`config.mk`:
```
export PLATFORM = sky130hd
export DESIGN_NAME = router_pkt_tx
export DESIGN_NICKNAME = d
export VERILOG_FILES = /design/src/rtl/router_pkt_tx.sv
export SDC_FILE = /design/constraint.sdc
export NUM_CORES = 1
export LEC_CHECK = 0
export CAP_MARGIN = 0
export CORE_ASPECT_RATIO = 0.75
export CORE_MARGIN = 2
export CORE_UTILIZATION = 45
export DETAILED_ROUTE_END_ITERATION = 8
export GPL_ROUTABILITY_DRIVEN = 1
export SLEW_MARGIN = 15
export SYNTH_ARGS = -nofsm -noshare
export SYNTH_HDL_FRONTEND = slang
export SYNTH_SLANG_ARGS = --single-unit
```
`constraint.sdc`:
```
create_clock -name clock -period 7.17 [get_ports clock]
set_input_delay 0.717 -clock clock [delete_from_list [all_inputs] [get_ports clock]]
set_output_delay 0.717 -clock clock [all_outputs]
set_load 0.005 [all_outputs]
```
`src/rtl/router_pkt_tx.sv`:
```
// Packet source for the router input port: buffers a whole payload, then emits
// header, payload and XOR parity with busy back-pressure and an inter-frame gap.
//
// state   | meaning
// IDLE    | waiting for start; rejects bad requests with cfg_err
// LOAD    | taking payload bytes from the client into the buffer
// HEADER  | header beat on tx_data, waiting for busy==0
// PAYLOAD | payload beats buf[0..len-1]
// PARITY  | parity byte on tx_data with pkt_valid=0
// GAP     | forced idle cycles before the next request
module router_pkt_tx #(
  parameter int IFG_CYCLES = 2,
  parameter int MAX_LEN    = 63
) (
  input  logic       clock,
  input  logic       reset,
  input  logic       start,
  input  logic [1:0] dest_addr,
  input  logic [5:0] payload_len,
  output logic       req_ready,
  output logic       cfg_err,
  input  logic [7:0] pl_data,
  input  logic       pl_valid,
  output logic       pl_ready,
  input  logic       busy,
  output logic [7:0] tx_data,
  output logic       pkt_valid,
  output logic       pkt_done
);

  typedef enum logic [2:0] {IDLE, LOAD, HEADER, PAYLOAD, PARITY, GAP} state_t;

  localparam int         GW        = (IFG_CYCLES > 1) ? $clog2(IFG_CYCLES) : 1;
  localparam logic [6:0] MAX_LEN_W = 7'(MAX_LEN);

  state_t          state, state_nxt;
  logic [5:0]      len_q, len_nxt;
  logic [1:0]      addr_q, addr_nxt;
  logic [5:0]      cnt_q, cnt_nxt;
  logic [7:0]      parity_q, parity_nxt;
  logic [GW-1:0]   gap_q, gap_nxt;
  logic [7:0]      tx_nxt;
  logic            valid_nxt, done_nxt, err_nxt;
  logic            buf_we;
  logic [7:0]      buf_mem [MAX_LEN];

  assign req_ready = (state == IDLE);
  assign pl_ready  = (state == LOAD);

  always_comb begin
    state_nxt  = state;
    len_nxt    = len_q;
    addr_nxt   = addr_q;
    cnt_nxt    = cnt_q;
    parity_nxt = parity_q;
    gap_nxt    = gap_q;
    tx_nxt     = tx_data;
    valid_nxt  = pkt_valid;
    done_nxt   = 1'b0;
    err_nxt    = 1'b0;
    buf_we     = 1'b0;
    case (state)
      IDLE: begin
        if (start) begin
          if (dest_addr == 2'd3 || payload_len == 6'd0 || {1'b0, payload_len} > MAX_LEN_W) begin
            err_nxt = 1'b1;
          end else begin
            len_nxt    = payload_len;
            addr_nxt   = dest_addr;
            parity_nxt = {payload_len, dest_addr};
            cnt_nxt    = 6'd0;
            state_nxt  = LOAD;
          end
        end
      end
      LOAD: begin
        if (pl_valid) begin
          buf_we     = 1'b1;
          parity_nxt = parity_q ^ pl_data;
          cnt_nxt    = cnt_q + 6'd1;
          if (cnt_q == len_q - 6'd1) begin
            state_nxt = HEADER;
            tx_nxt    = {len_q, addr_q};
            valid_nxt = 1'b1;
            cnt_nxt   = 6'd0;
          end
        end
      end
      HEADER: begin
        if (!busy) begin
          state_nxt = PAYLOAD;
          tx_nxt    = buf_mem[0];
        end
      end
      PAYLOAD: begin
        if (!busy) begin
          if (cnt_q == len_q - 6'd1) begin
            state_nxt = PARITY;
            tx_nxt    = parity_q;
            valid_nxt = 1'b0;
          end else begin
            cnt_nxt = cnt_q + 6'd1;
            tx_nxt  = buf_mem[cnt_nxt];
          end
        end
      end
      PARITY: begin
        if (!busy) begin
          done_nxt = 1'b1;
          tx_nxt   = 8'd0;
          if (IFG_CYCLES == 0) begin
            state_nxt = IDLE;
          end else begin
            state_nxt = GAP;
            gap_nxt   = GW'(IFG_CYCLES - 1);
          end
        end
      end
      GAP: begin
        if (gap_q == '0) state_nxt = IDLE;
        else gap_nxt = gap_q - 1'b1;
      end
      default: state_nxt = IDLE;
    endcase
  end

  always_ff @(posedge clock or posedge reset) begin
    if (reset) begin
      state     <= IDLE;
      len_q     <= '0;
      addr_q    <= '0;
      cnt_q     <= '0;
      parity_q  <= '0;
      gap_q     <= '0;
      tx_data   <= '0;
      pkt_valid <= 1'b0;
      pkt_done  <= 1'b0;
      cfg_err   <= 1'b0;
    end else begin
      state     <= state_nxt;
      len_q     <= len_nxt;
      addr_q    <= addr_nxt;
      cnt_q     <= cnt_nxt;
      parity_q  <= parity_nxt;
      gap_q     <= gap_nxt;
      tx_data   <= tx_nxt;
      pkt_valid <= valid_nxt;
      pkt_done  <= done_nxt;
      cfg_err   <= err_nxt;
    end
  end

  // Payload storage needs no reset: every byte is written before it is read.
  always_ff @(posedge clock) begin
    if (buf_we) buf_mem[cnt_q] <= pl_data;
  end

endmodule

```
==> results.tsv, run 1 <==
metric	value	unit
status	completed	
Site Rows	70	
drt first-iter violations	1400	
synthesized flop and latch total	541	
grt ovf	0	
full die area	0.0509	mm²
LEAKAGE	7.75	nW
largest cells by area after synthesis	edfxtp_1 (69%), mux4_2 (12%), dfrtp_1 (4.2%), nand2_1 (1.5%), nor2_1 (1.4%)	
Critical Path End Type	flop	
Synth Net Count	1246	
Hold-fix buffers, CTS	0	
Worst-Skew Late Latency	0.59	ns
TNS Setup	0	ns
unrepaired setup endpoints after global routing	no	
Synth Cell Area	0.0221	mm²
worst slack at placement	3.04	ns
Synth top area share	68.5	%
sequential area share after synthesis	72.7	%
DR DRC count	0	
EDFF count, synth	504	
setup ws final	3.03	ns
crit path capture	buf_mem[5][5]	
Fin. Hold Viols	0	
area post-placement	0.0230	mm²
fin cells	1942	
Max-Cap Viols	0	
DR vias	11600	
via/cell ratio	5.97	
die height	196	µm
initial antenna violation count	0	
Worst Setup SP	cnt_q[0]	
ys flop type	edfxtp_1	
CP Launch Type	flop	
first-pass GRT wire length	77800	µm
crit share post-route	57.7	%
fraction of layout cells with a size suffix above 1	19.9	%
Fin Clk Skew	0.0203	ns
htree depth	2	
root buf cell	clkbuf_16	
vias in the first global route	11700	
Routed Antenna Nets	0	
Slew HR	28.5	%
Async S/R FF share, synth	6.84	%
Worst EP arrival	4.34	ns
Starting Density	45.4	%
dpl hpwl	31200	µm
routability congestion estimate	0.833	
WS Path Type	flop to flop	
Final Setup Violations	0	
worst-margin pin slew	1.07	ns
Worst Hold Class	flop to flop	
reg2reg start	cnt_q[0]	
R2R Setup Slk	3.03	ns
CTS buffer count	50	
R2R Path End	buf_mem[5][5]	
Avg Cell Area, Syn	18.1	µm²
Core Region	0.0486	mm²
Pwr per Cell Area	381	mW/mm²
most numerous cell in the Yosys netlist	edfxtp_1	
ANT cells	0	
number of top-level pins	34	
Reg clk slew, reported paths	0.07	ns
first-pass detailed-route iteration total	6	
Layout area overhead	11.3	%
hold_ws	0.547	ns
# placed instances	1850	
Peak VDD IR	0.322	mV
CP Max Fanout	118	
largest net degree at the start of global routing	119	
R2R cell count	3	
yosys warns	0	
CTS tree	done	
Post-Synthesis Cells	1223	
IO Port Bufs	33	
clock buffer depth	3	
Chip Width	260	µm
post-route cell area	0.0246	mm²
Post CTS Setup Buffer Count	0	
area leader, netlist	edfxtp_1	
Final Slew Violations	0	
CP required	7.37	ns
Netlist cell types	66	
Max Fclk	242	MHz
wire per inst	26.7	µm
WL final	51800	µm
post-layout minimum cycle time	4.14	ns
Clock Sinks	541	
GRT Total Usage	20.8	%
Layout Nets	1277	
Resized cells post-CTS	0	
Post-synth top cells	edfxtp_1 (504), mux4_2 (121), nand2_1 (86), nor2_1 (81), o21ai_0 (38)	
-- final cells by class --
class / count / area, µm²
clock buffer: 62 / 1350
clock inverter: 30 / 221
fill: 3982 / 24000
inverter: 11 / 41.3
multi-input combinational: 602 / 5680
sequential: 541 / 16100
tap: 648 / 811
timing repair buffer: 48 / 428
-- cells by family (layout without fill, tap and decap cells) --
group / Yosys count / count (layout) / synth area share (%)
buffers and inverters: 80 / 151 / 1.72
AND/OR/NAND/NOR: 273 / 273 / 5.91
adder cells (fa/ha/maj): 2 / 2 / 0.113
XOR/XNOR: 11 / 11 / 0.521
AO/OA/AOI/OAI: 153 / 153 / 4.70
multiplexers: 163 / 163 / 14.3
flip-flops: 541 / 541 / 72.7
-- critical path: stages, from the launching register on --
cell and delay, ns:
dfrtp_4 0.75, buf_12 0.68, nand4_1 1.04, nor2_1 1.03
-- layout by cell type (no fill, tap or decap), types with 6 or more instances in the layout --
cell             instances
nand3_1                 31
buf_4                   13
clkinv_1                13
dfrtp_1                 36
mux2_2                  18
a31oi_1                 12
nand2b_1                 6
inv_1                   10
o22ai_1                  8
nor2_1                  81
clkbuf_16               52
nor3_1                   7
clkbuf_1                 9
mux4_2                 121
nand2_1                 86
o31ai_1                  6
a21oi_1                 33
clkinv_2                 8
xor2_1                   6
nand4_1                 10
buf_2                    8
clkdlybuf4s50_1         25
edfxtp_1               504
mux2i_1                 24
or3_1                   15
o21ai_0                 38
a32oi_1                 14
-- through the flow --
step / power (mW) / utilization [%]
final: 9.36 / 50.6
after global routing: 9.78 / 50.6
after global placement: 6.87 / 47.4
after detailed placement: 6.87 / 47.4
after floorplan: 5.93 / -
after CTS: 9.43 / 50.6
-- power breakdown --
group	switching [mW]	leakage [nW]	total, mW	internal, mW
Combinational	1.72	2.02	3.03	1.32
Clock	1.15	0.760	2.56	1.41
Sequential	0.181	4.96	3.77	3.59
Total	3.05	7.75	9.36	6.32
-- flip-flops by register name, summed over array words and instances (netlist names) --
| signal | cells |
|---|---|
| pkt_done | 1 |
| gap_q | 1 |
| len_q | 6 |
| addr_q | 2 |
| buf_mem | 504 |
| cnt_q | 6 |
| pkt_valid | 1 |
| cfg_err | 1 |
| state | 3 |
| parity_q | 8 |
| tx_data | 8 |
-- worst min path at each step --
stage / start / to / slack [ns] / cells past startpoint
global placement: tx_data[7] / tx_data[7] / 0.53 / 1
detailed placement: tx_data[7] / tx_data[7] / 0.51 / 1
floorplan: addr_q[0] / addr_q[0] / 0.48 / 1
finish: tx_data[7] / tx_data[7] / 0.55 / 1
CTS: tx_data[7] / tx_data[7] / 0.53 / 1
global route: tx_data[7] / tx_data[7] / 0.56 / 1
-- routing by layer --
metal  share of wire [%]  wire (µm)  vias up  track usage, %
met1                  46      24100     6087            33.3
met4                 1.6        828        0            4.11
met5                   0          0        -               0
met2                  44      23000      448            30.3
li1                    -          -     5000               -
met3                 7.6       3920       64            3.45
No activity file was read; power rests on OpenSTA's default activity.
==> run 2: changes to the inputs <==
==> constraint.sdc (replaced) <==
create_clock -name clock -period 4 [get_ports clock]
set_input_delay 0.4 -clock clock [delete_from_list [all_inputs] [get_ports clock]]
set_output_delay 0.4 -clock clock [all_outputs]
set_load 0.005 [all_outputs]
==> run 2 against run 1 <==
Against the previous run:
- clock power increased by 85%
- critical path depth increased by 5
- via count increased by 4.3%
- combinational power increased by 89%
- critical endpoint is now tx_data[4]
- largest cell class unchanged
- highest routed layer unchanged
==> results.tsv, run 2 (synthesized netlist as in run 1, its figures left out) <==
metric	value	unit
Hold-fix buffers, CTS	0	
# placed instances	1927	
Top Registers	buf_mem x504, parity_q x8, tx_data x8	
number of top-level pins	34	
Core Region	0.0486	mm²
Final Power	17.2	mW
most common cell after layout, fill and taps aside	edfxtp_1	
DR DRC count	0	
root buf cell	clkbuf_16	
Sequential Area	0.0161	mm²
R2R cell count	8	
reg2reg start	cnt_q[2]	
GRT Total Usage	21.7	%
htree depth	2	
Clock Sinks	541	
Post CTS Setup Buffer Count	0	
Max Fclk	280	MHz
R2R Setup Slk	0.43	ns
CTS tree	done	
Peak VDD IR	0.725	mV
IO Port Bufs	33	
dpl hpwl	35300	µm
crit share post-route	89.1	%
fraction of layout cells with a size suffix above 1	24.7	%
CP Launch Type	flop	
clock buffer depth	3	
CP Max Fanout	24	
drt first-iter violations	1565	
Worst Hold Class	input pin to flop	
status	completed	
fin cells	2020	
Fin. Hold Viols	0	
Routed Antenna Nets	0	
most frequent cells in the layout	edfxtp_1 (504), mux4_2 (121), buf_4 (88), nand2_1 (86), nor2_1 (81)	
Resized cells post-CTS	0	
Hold Path Sink	buf_mem[25][7]	
# fillers	3934	
Max-Cap Viols	0	
ANT cells	0	
largest net degree at the start of global routing	123	
Final Slew Violations	0	
die height	196	µm
DR vias	12100	
Site Rows	70	
full die area	0.0509	mm²
hold_ws	0.202	ns
Critical Path End Type	flop	
Reg clk slew, reported paths	0.07	ns
worst-margin pin slew	1.02	ns
Layout area overhead	14.2	%
WS Path Type	flop to flop	
via/cell ratio	5.99	
multi-input combinational cell area	0.00568	mm²
Pwr per Cell Area	680	mW/mm²
first-pass GRT wire length	80900	µm
grt ovf	0	
Worst Hold Launch	pl_data[7]	
post-layout minimum cycle time	3.57	ns
Chip Width	260	µm
Worst-Skew Late Latency	0.59	ns
TNS Setup	0	ns
LEAKAGE	8.19	nW
CTS buffer count	50	
largest reg by FF count	buf_mem	
max reg flops	504	
Layout Nets	1354	
Final Setup Violations	0	
first-pass detailed-route iteration total	5	
Worst EP arrival	4.07	ns
Starting Density	45.4	%
R2R Path End	tx_data[4]	
unrepaired setup endpoints after global routing	no	
WL final	54100	µm
Fin Clk Skew	0.0174	ns
wire per inst	26.8	µm
vias in the first global route	11900	
Cells on Worst Hold Path	1	
CP required	4.51	ns
routability congestion estimate	0.832	
initial antenna violation count	0	
Slew HR	32.1	%
-- run 2: cell types whose count changed in the layout (fill, tap and decap cells not counted), moves of 2 or more --
cell and change:
buf_4 +75, clkinv_2 +4, buf_12 +2, inv_6 +2, bufinv_16 +3, clkbuf_1 -3, clkbuf_16 -2
-- run 2: area by class of cell --
class,instances,share of cell area (%)
clock buffer,56,5.05
sequential,541,63.7
timing repair buffer,125,4.09
tap,648,3.21
inverter,11,0.164
clock inverter,37,1.30
multi-input combinational,602,22.5
-- run 2: metrics by stage --
| stage | worst slack (ns) | area [µm²] | utilization, % |
|---|---|---|---|
| 6_report | 0.434 | 25200 | 51.9 |
| 2_1_floorplan | 1.38 | 22100 | - |
| 3_5_place_dp | 0.456 | 23600 | 48.6 |
| 5_1_grt | 0.271 | 25200 | 51.9 |
| 4_1_cts | 0.439 | 25200 | 51.9 |
| 3_3_place_gp | 0.459 | 23600 | 48.6 |
-- run 2: routing by layer --
metal | GRT usage [%] | vias up | wire (µm)
met3 | 3.93 | 49 | 4510
met4 | 3.64 | 0 | 616
met5 | 0 | - | 0
met1 | 35.8 | 6389 | 25700
met2 | 30.2 | 518 | 23300
li1 | - | 5140 | -
-- run 2: worst max path at each step --
stage / startpoint / end / slack [ns] / cells after the start
after floorplan: len_q[0] / tx_data[6] / 1.38 / 9
after global placement: cnt_q[1] / tx_data[4] / 0.46 / 8
after detailed placement: cnt_q[1] / tx_data[4] / 0.46 / 8
after CTS: cnt_q[1] / tx_data[4] / 0.44 / 8
after global routing: cnt_q[3] / tx_data[6] / 0.27 / 7
final: cnt_q[2] / tx_data[4] / 0.43 / 8
-- run 2: critical path, cell delays in order (launching register included) --
cell     delay (ns)
dfrtp_1        0.67
nand3_2        0.32
xor2_4         0.64
buf_12         0.26
nand2_1        0.08
a32oi_1        0.58
nand4_1        0.31
or3_1          0.44
a31oi_1        0.17
-- run 2: power breakdown --
group          internal [mW]  total [mW]  switching [mW]
combinational           2.48        5.72            3.24
clock                   2.63        4.74            2.12
sequential              6.43        6.71           0.277
==> RTL edit 1: new RTL, config.mk and constraints of run 2 <==
Change the parameter `MAX_LEN` from 63 to 126.
--- a/src/rtl/router_pkt_tx.sv
+++ b/src/rtl/router_pkt_tx.sv
@@ -10,7 +10,7 @@
 // GAP     | forced idle cycles before the next request
 module router_pkt_tx #(
   parameter int IFG_CYCLES = 2,
-  parameter int MAX_LEN    = 63
+  parameter int MAX_LEN    = 126
 ) (
   input  logic       clock,
   input  logic       reset,
Behaviour: same outputs for any inputs over 4 cycles, from zero or initial values and one cycle with reset high; that may be too few to reach the edited logic, so the function may still have changed.
==> RTL edit 1 against run 2 <==
Total power rose by 3.7%. Final area barely moved. Largest power group unchanged. Wire length fell by 0.97%. Area after synthesis rose by 0.41%. Worst setup slack improved by 0.050 ns. Combinational power rose by 7.5%. Clock power barely moved. Via count fell by 1.7%. Sequential cell count rose by 8. Critical path depth did not move. Clock skew rose by 0.019 ns. Critical path type unchanged. Global-route usage fell by 0.15 points.
==> RTL edit 1: results (changes against run 2) <==
| Metric | Value |
|---|---|
| Kind of cell adding the most delay to the critical path | `compound AO/OA/AOI/OAI gates` |
| Post-CTS Setup Repair Bufs | `0 (unchanged)` |
| Syn_nets | `1286 (+3.2%)` |
| Post-DP HPWL | `33900 um (-3.9%)` |
| Diode count | `0 (unchanged)` |
| DP Area | `23600 sq um (about the same)` |
| Tot GR Track Use | `0.215 (-0.00151)` |
| CP Max Fanout | `24 (unchanged)` |
| Sequential area share after synthesis | `0.735 (+0.00788)` |
| Compound-Gate Fraction of Synth Area | `0.0526 (+0.00562)` |
| Reg2reg setup slack | `0.48 ns (+0.05 ns)` |
| Slowest CP cell | `o21ai_0` |
| Top post-synthesis cells by area | `edfxtp_1, mux4_2, dfrtp_1, inv_1, o22ai_1` |
| Largest net degree at the start of global routing | `67 (-46%)` |
| Share of layout cells above drive strength 1 | `0.213 (-0.0342)` |
| Fin nets | `1382 (+2.1%)` |
| Vias in the first global route | `11800 (-0.60%)` |
| Lkg Pwr | `8.49 nW (+3.7%)` |
| Largest regs | `buf_mem (512), parity_q (8), tx_data (8)` |
| Mux cell area share after synthesis | `0.134 (-0.00893)` |
| Clock tree buffer depth | `3 (unchanged)` |
| First-pass GRT wire length | `80000 um (-1.1%)` |
| Min-Delay Path Class | `input pin to async pin` |
| Reg-to-reg critical path startpoint | `cnt_q[0]$_DFFE_PP0P_` |
| Slew HR | `0.327 (+0.00594)` |
| Primary FF master, synth | `edfxtp_1` |
| EDFF count, synth | `512 (+1.6%)` |
| Routed wire per std cell | `26.2 um (-2.3%)` |
| Via density | `5.81 (-3.0%)` |
| Critical Path Max Stage Delay | `0.64 ns (-0.03 ns)` |
| Arrival time at the worst endpoint | `3.99 ns (-0.08 ns)` |
| Crit Path Category | `register to register` |
| Reg-to-reg critical path endpoint | `tx_data[3]$_DFFE_PP0P_` |
| Later-pin clock latency in the skew report | `0.59 ns (about the same)` |
| Initial antenna violation count | `1 (+1)` |
| Root Driver | `clkbuf_16` |
| Hold slack | `0.286 ns (+0.0840 ns)` |
| Maximum vdd drop | `0.407 mV (-44%)` |
| Layout fillers | `3977 (+1.1%)` |
| CTS clk-pin slew, worst paths | `0.07 ns (about the same)` |
| Most frequent cells after synthesis | `edfxtp_1, inv_1, mux4_2` |
| Clock skew | `0.0362 ns (+0.0187 ns)` |
| CTS buffer count | `52 (+4.0%)` |
| Gpl congestion | `0.837 (+0.70%)` |
| 1st-iter DRT viols | `1388 (-11%)` |
| PortBufs | `33 (unchanged)` |
| Post-synthesis adder-cell area fraction | `0.00113 (-0.00000460)` |
| Netlist cell types | `52 (-21%)` |
| Status | `complete, no violations` |
| Xor/xnor cell area share of the yosys netlist | `0.00355 (-0.00166)` |
| Async S/R FF share, synth | `0.0674 (-0.000997)` |
## RTL edit 1: power by group
group,switching [mW],leakage [nW],internal (mW)
clock network,2.11,0.796,2.62
registers,0.337,5.05,6.57
logic,3.47,2.64,2.68
## RTL edit 1: metrics by stage
stage               utilization  total power, mW  worst slack, ns  instances
global placement          0.485             13.1            0.584       1953
global route              0.519             18.6            0.280       2048
finish                    0.519             17.8            0.485       2048
floorplan                     -             11.1             1.46       1263
CTS                       0.519             17.9            0.564       2048
detailed placement        0.485             13.2            0.565       1953
## RTL edit 1: area by class of cell
type / instances / share of cell area
clock buffers: 64 / 0.0541
clock inverters: 31 / 0.0100
inverters: 135 / 0.0201
multi-input cells: 518 / 0.204
flip-flops and latches: 549 / 0.646
well taps: 648 / 0.0321
repair buffers: 103 / 0.0345
## RTL edit 1: metal layers
metal	up-vias	share of wire	wire (um)	track usage
met5	-	0	0	0
met4	0	0.018	976	0.0470
met3	73	0.092	4940	0.0568
met2	501	0.44	23700	0.306
met1	6183	0.45	24100	0.333
li1	5138	-	-	-
==> RTL edit 2: new RTL, flow settings as in run 2 <==
Made on the original files. `tx_data` no longer has a reset.
--- a/src/rtl/router_pkt_tx.sv
+++ b/src/rtl/router_pkt_tx.sv
@@ -132,7 +132,6 @@
       cnt_q     <= '0;
       parity_q  <= '0;
       gap_q     <= '0;
-      tx_data   <= '0;
       pkt_valid <= 1'b0;
       pkt_done  <= 1'b0;
       cfg_err   <= 1'b0;
@@ -143,11 +142,14 @@
       cnt_q     <= cnt_nxt;
       parity_q  <= parity_nxt;
       gap_q     <= gap_nxt;
-      tx_data   <= tx_nxt;
       pkt_valid <= valid_nxt;
       pkt_done  <= done_nxt;
       cfg_err   <= err_nxt;
     end
+  end
+
+  always_ff @(posedge clock) begin
+    tx_data <= tx_nxt;
   end
 
   // Payload storage needs no reset: every byte is written before it is read.
Formal check against the unedited RTL: differs if reset is asserted again (counterexample within 4 cycles, from zero or initial values and one cycle with reset high); with reset held inactive, the same outputs for 4 cycles.
==> RTL edit 2 against run 2 <==
Sequential share of layout area grew 1.4 points. Non-clock buffer count shrank 45. Via count shrank 1.3%. Total power grew 6.8%. Area after synthesis shrank 0.72%. Clock power shrank 1%. Synthesized cell count grew 0.16%. Wire length grew 0.81%. Sequential cell count is the same. Maximum frequency grew 12%. Worst setup slack gained 0.37 ns. Final area shrank 1.9%. Sequential power grew 2%. Largest cell class unchanged.
==> RTL edit 2: results (changes against run 2) <==
| Metric | Value |
|---|---|
| Status | `complete, no violations` |
| Later-pin clock latency in the skew report | `~0.60 ns` |
| Min-Delay Path Class | `input pin to async pin` |
| Routed wire per std cell | `27.6 um (+2.9%)` |
| Largest regs | `buf_mem (504), parity_q (8), tx_data (8)` |
| Post-CTS Setup Repair Bufs | `0 (unchanged)` |
| 1st-pass router iterations | `5 (unchanged)` |
| Clock skew | `0.0228 ns (+0.00531 ns)` |
| Clock tree buffer depth | `3 (unchanged)` |
| Fin nets | `1313 (-3.0%)` |
| Lkg Pwr | `7.96 nW (-2.8%)` |
| Syn_nets | `1248 (+0.16%)` |
| Vias in the first global route | `11600 (-3.0%)` |
| Maximum vdd drop | `0.518 mV (-29%)` |
| DP Area | `23200 sq um (-2.0%)` |
| Kind of cell adding the most delay to the critical path | `compound AO/OA/AOI/OAI gates` |
| Startpoint types | `register` |
| Post-DP HPWL | `35100 um (-0.65%)` |
| Initial antenna violation count | `2 (+2)` |
| Switch share | `0.352 (+0.0235)` |
| Most frequent cells after synthesis | `edfxtp_1, mux4_2, nand2_1` |
| Reg-to-reg critical path startpoint | `cnt_q[0]$_DFFE_PP0P_` |
| CTS buffer count | `51 (+2.0%)` |
| Htree depth | `2 (unchanged)` |
| Netlist cell types | `64 (-3.0%)` |
| EDFF count, synth | `512 (+1.6%)` |
| Async S/R FF share, synth | `0.0536 (-0.0148)` |
| R2R depth | `7 (-1)` |
| Measured slew at the worst slew-check pin | `1.17 ns (+0.153 ns)` |
| First-pass GRT wire length | `80700 um (-0.22%)` |
| Critical Path Sink | `tx_data[6]$_DFFE_PP_` |
| Top post-synthesis cells by area | `edfxtp_1, mux4_2, dfrtp_1, nand2_1, nor2_1` |
| 1st-iter DRT viols | `1678 (+7.2%)` |
| Tot GR Track Use | `0.219 (+0.00266)` |
| Sequential area share after synthesis | `0.734 (+0.00709)` |
| Setup WS post-layout | `0.807 ns (+0.373 ns)` |
| Share of layout cells above drive strength 1 | `0.205 (-0.0420)` |
| Yosys warns | `0 (unchanged)` |
| Pre-CTS setup slack | `0.873 ns (+0.417 ns)` |
| Largest net degree at the start of global routing | `68 (-45%)` |
| Via density | `6.03 (+0.73%)` |
| PortBufs | `33 (unchanged)` |
| Resized cells post-CTS | `0 (unchanged)` |
| Primary FF master, synth | `edfxtp_1` |
| Arrival time at the worst endpoint | `3.60 ns (-0.47 ns)` |
| Slowest CP cell | `a211oi_1` |
| Critical Path Max Stage Delay | `0.99 ns (+0.32 ns)` |
| CP Max Fanout | `67 (+180%)` |
| Gpl congestion | `0.907 (+9.0%)` |
| Root Driver | `clkbuf_16` |
==> RTL edit 2: cell count changes after synthesis, moves of 13 or more <==
cell | run 2 | this run
o21ai_0 | 38 | 23
or3_1 | 15 | 1
nor2_1 | 81 | 95
o211ai_1 | 1 | 15
nand2_1 | 86 | 112
nand3_1 | 31 | 44
==> RTL edit 2: stage by stage <==
stage,hold slack [ns],instances
global placement,0.521,1885
CTS,0.249,1979
floorplan,0.478,1225
global route,0.290,1979
detailed placement,0.543,1885
finish,0.239,1980
==> RTL edit 2: power by group through the flow <==
| stage | clock, mW | combinational, mW | sequential [mW] |
|---|---|---|---|
| finish | 4.68 | 6.81 | 6.86 |
| global route | 4.97 | 7.28 | 6.88 |
| CTS | 4.75 | 6.79 | 6.85 |
| detailed placement | 0 | 6.77 | 6.96 |
| global placement | 0 | 6.74 | 6.96 |
| floorplan | 0 | 4.51 | 6.75 |
==> RTL edit 2: cell families (layout without fill, tap and decap cells) <==
group | after synthesis | count (layout) | synth area share
buffers and inverters | 75 | 181 | 0.0150
flip-flops | 541 | 541 | 0.734
AND/OR/NAND/NOR | 307 | 307 | 0.0626
XOR/XNOR | 13 | 13 | 0.00553
adder cells (fa/ha/maj) | 2 | 2 | 0.00114
AO/OA/AOI/OAI | 133 | 133 | 0.0423
other | 0 | 1 | 0
multiplexers | 154 | 154 | 0.139
==> RTL edit 2: layer usage <==
layer	track usage	vias to the layer above	routed length (um)
met5	0	-	32
met4	0.0462	4	835
met3	0.0427	69	4930
met2	0.299	591	23200
met1	0.362	6235	25600
li1	-	5044	-
==> RTL edit 2: layout make-up <==
cell class              count  area [sq um]
diodes                      1          2.50
clock buffers              69          1360
clock inverters            25           236
fillers                  3891         23700
inverters                   7          26.3
multi-input cells         609          5540
flip-flops and latches    541         16100
well taps                 648           811
repair buffers             80           681
==> RTL edit 2: worst min path at each step <==
stage                                  from                    end  slack (ns)  cells after the start
final                                 reset      cfg_err$_DFF_PP0_        0.24                      2
after global placement    gap_q$_DFFE_PP0P_      gap_q$_DFFE_PP0P_        0.52                      1
after CTS                             reset  addr_q[0]$_DFFE_PP0P_        0.25                      2
after floorplan                       reset  addr_q[0]$_DFFE_PP0P_        0.48                      1
after global routing                  reset  addr_q[0]$_DFFE_PP0P_        0.29                      2
after detailed placement  gap_q$_DFFE_PP0P_      gap_q$_DFFE_PP0P_        0.54                      1
==> RTL edit 2: worst reg2reg max path: stages, from the launching register on <==
cell and delay, ns:
dfrtp_4 0.45, buf_12 0.38, and3_1 0.41, nand3_1 0.13
xor2_1 0.23, a211oi_1 0.99, o2111ai_1 0.25, o211ai_1 0.17
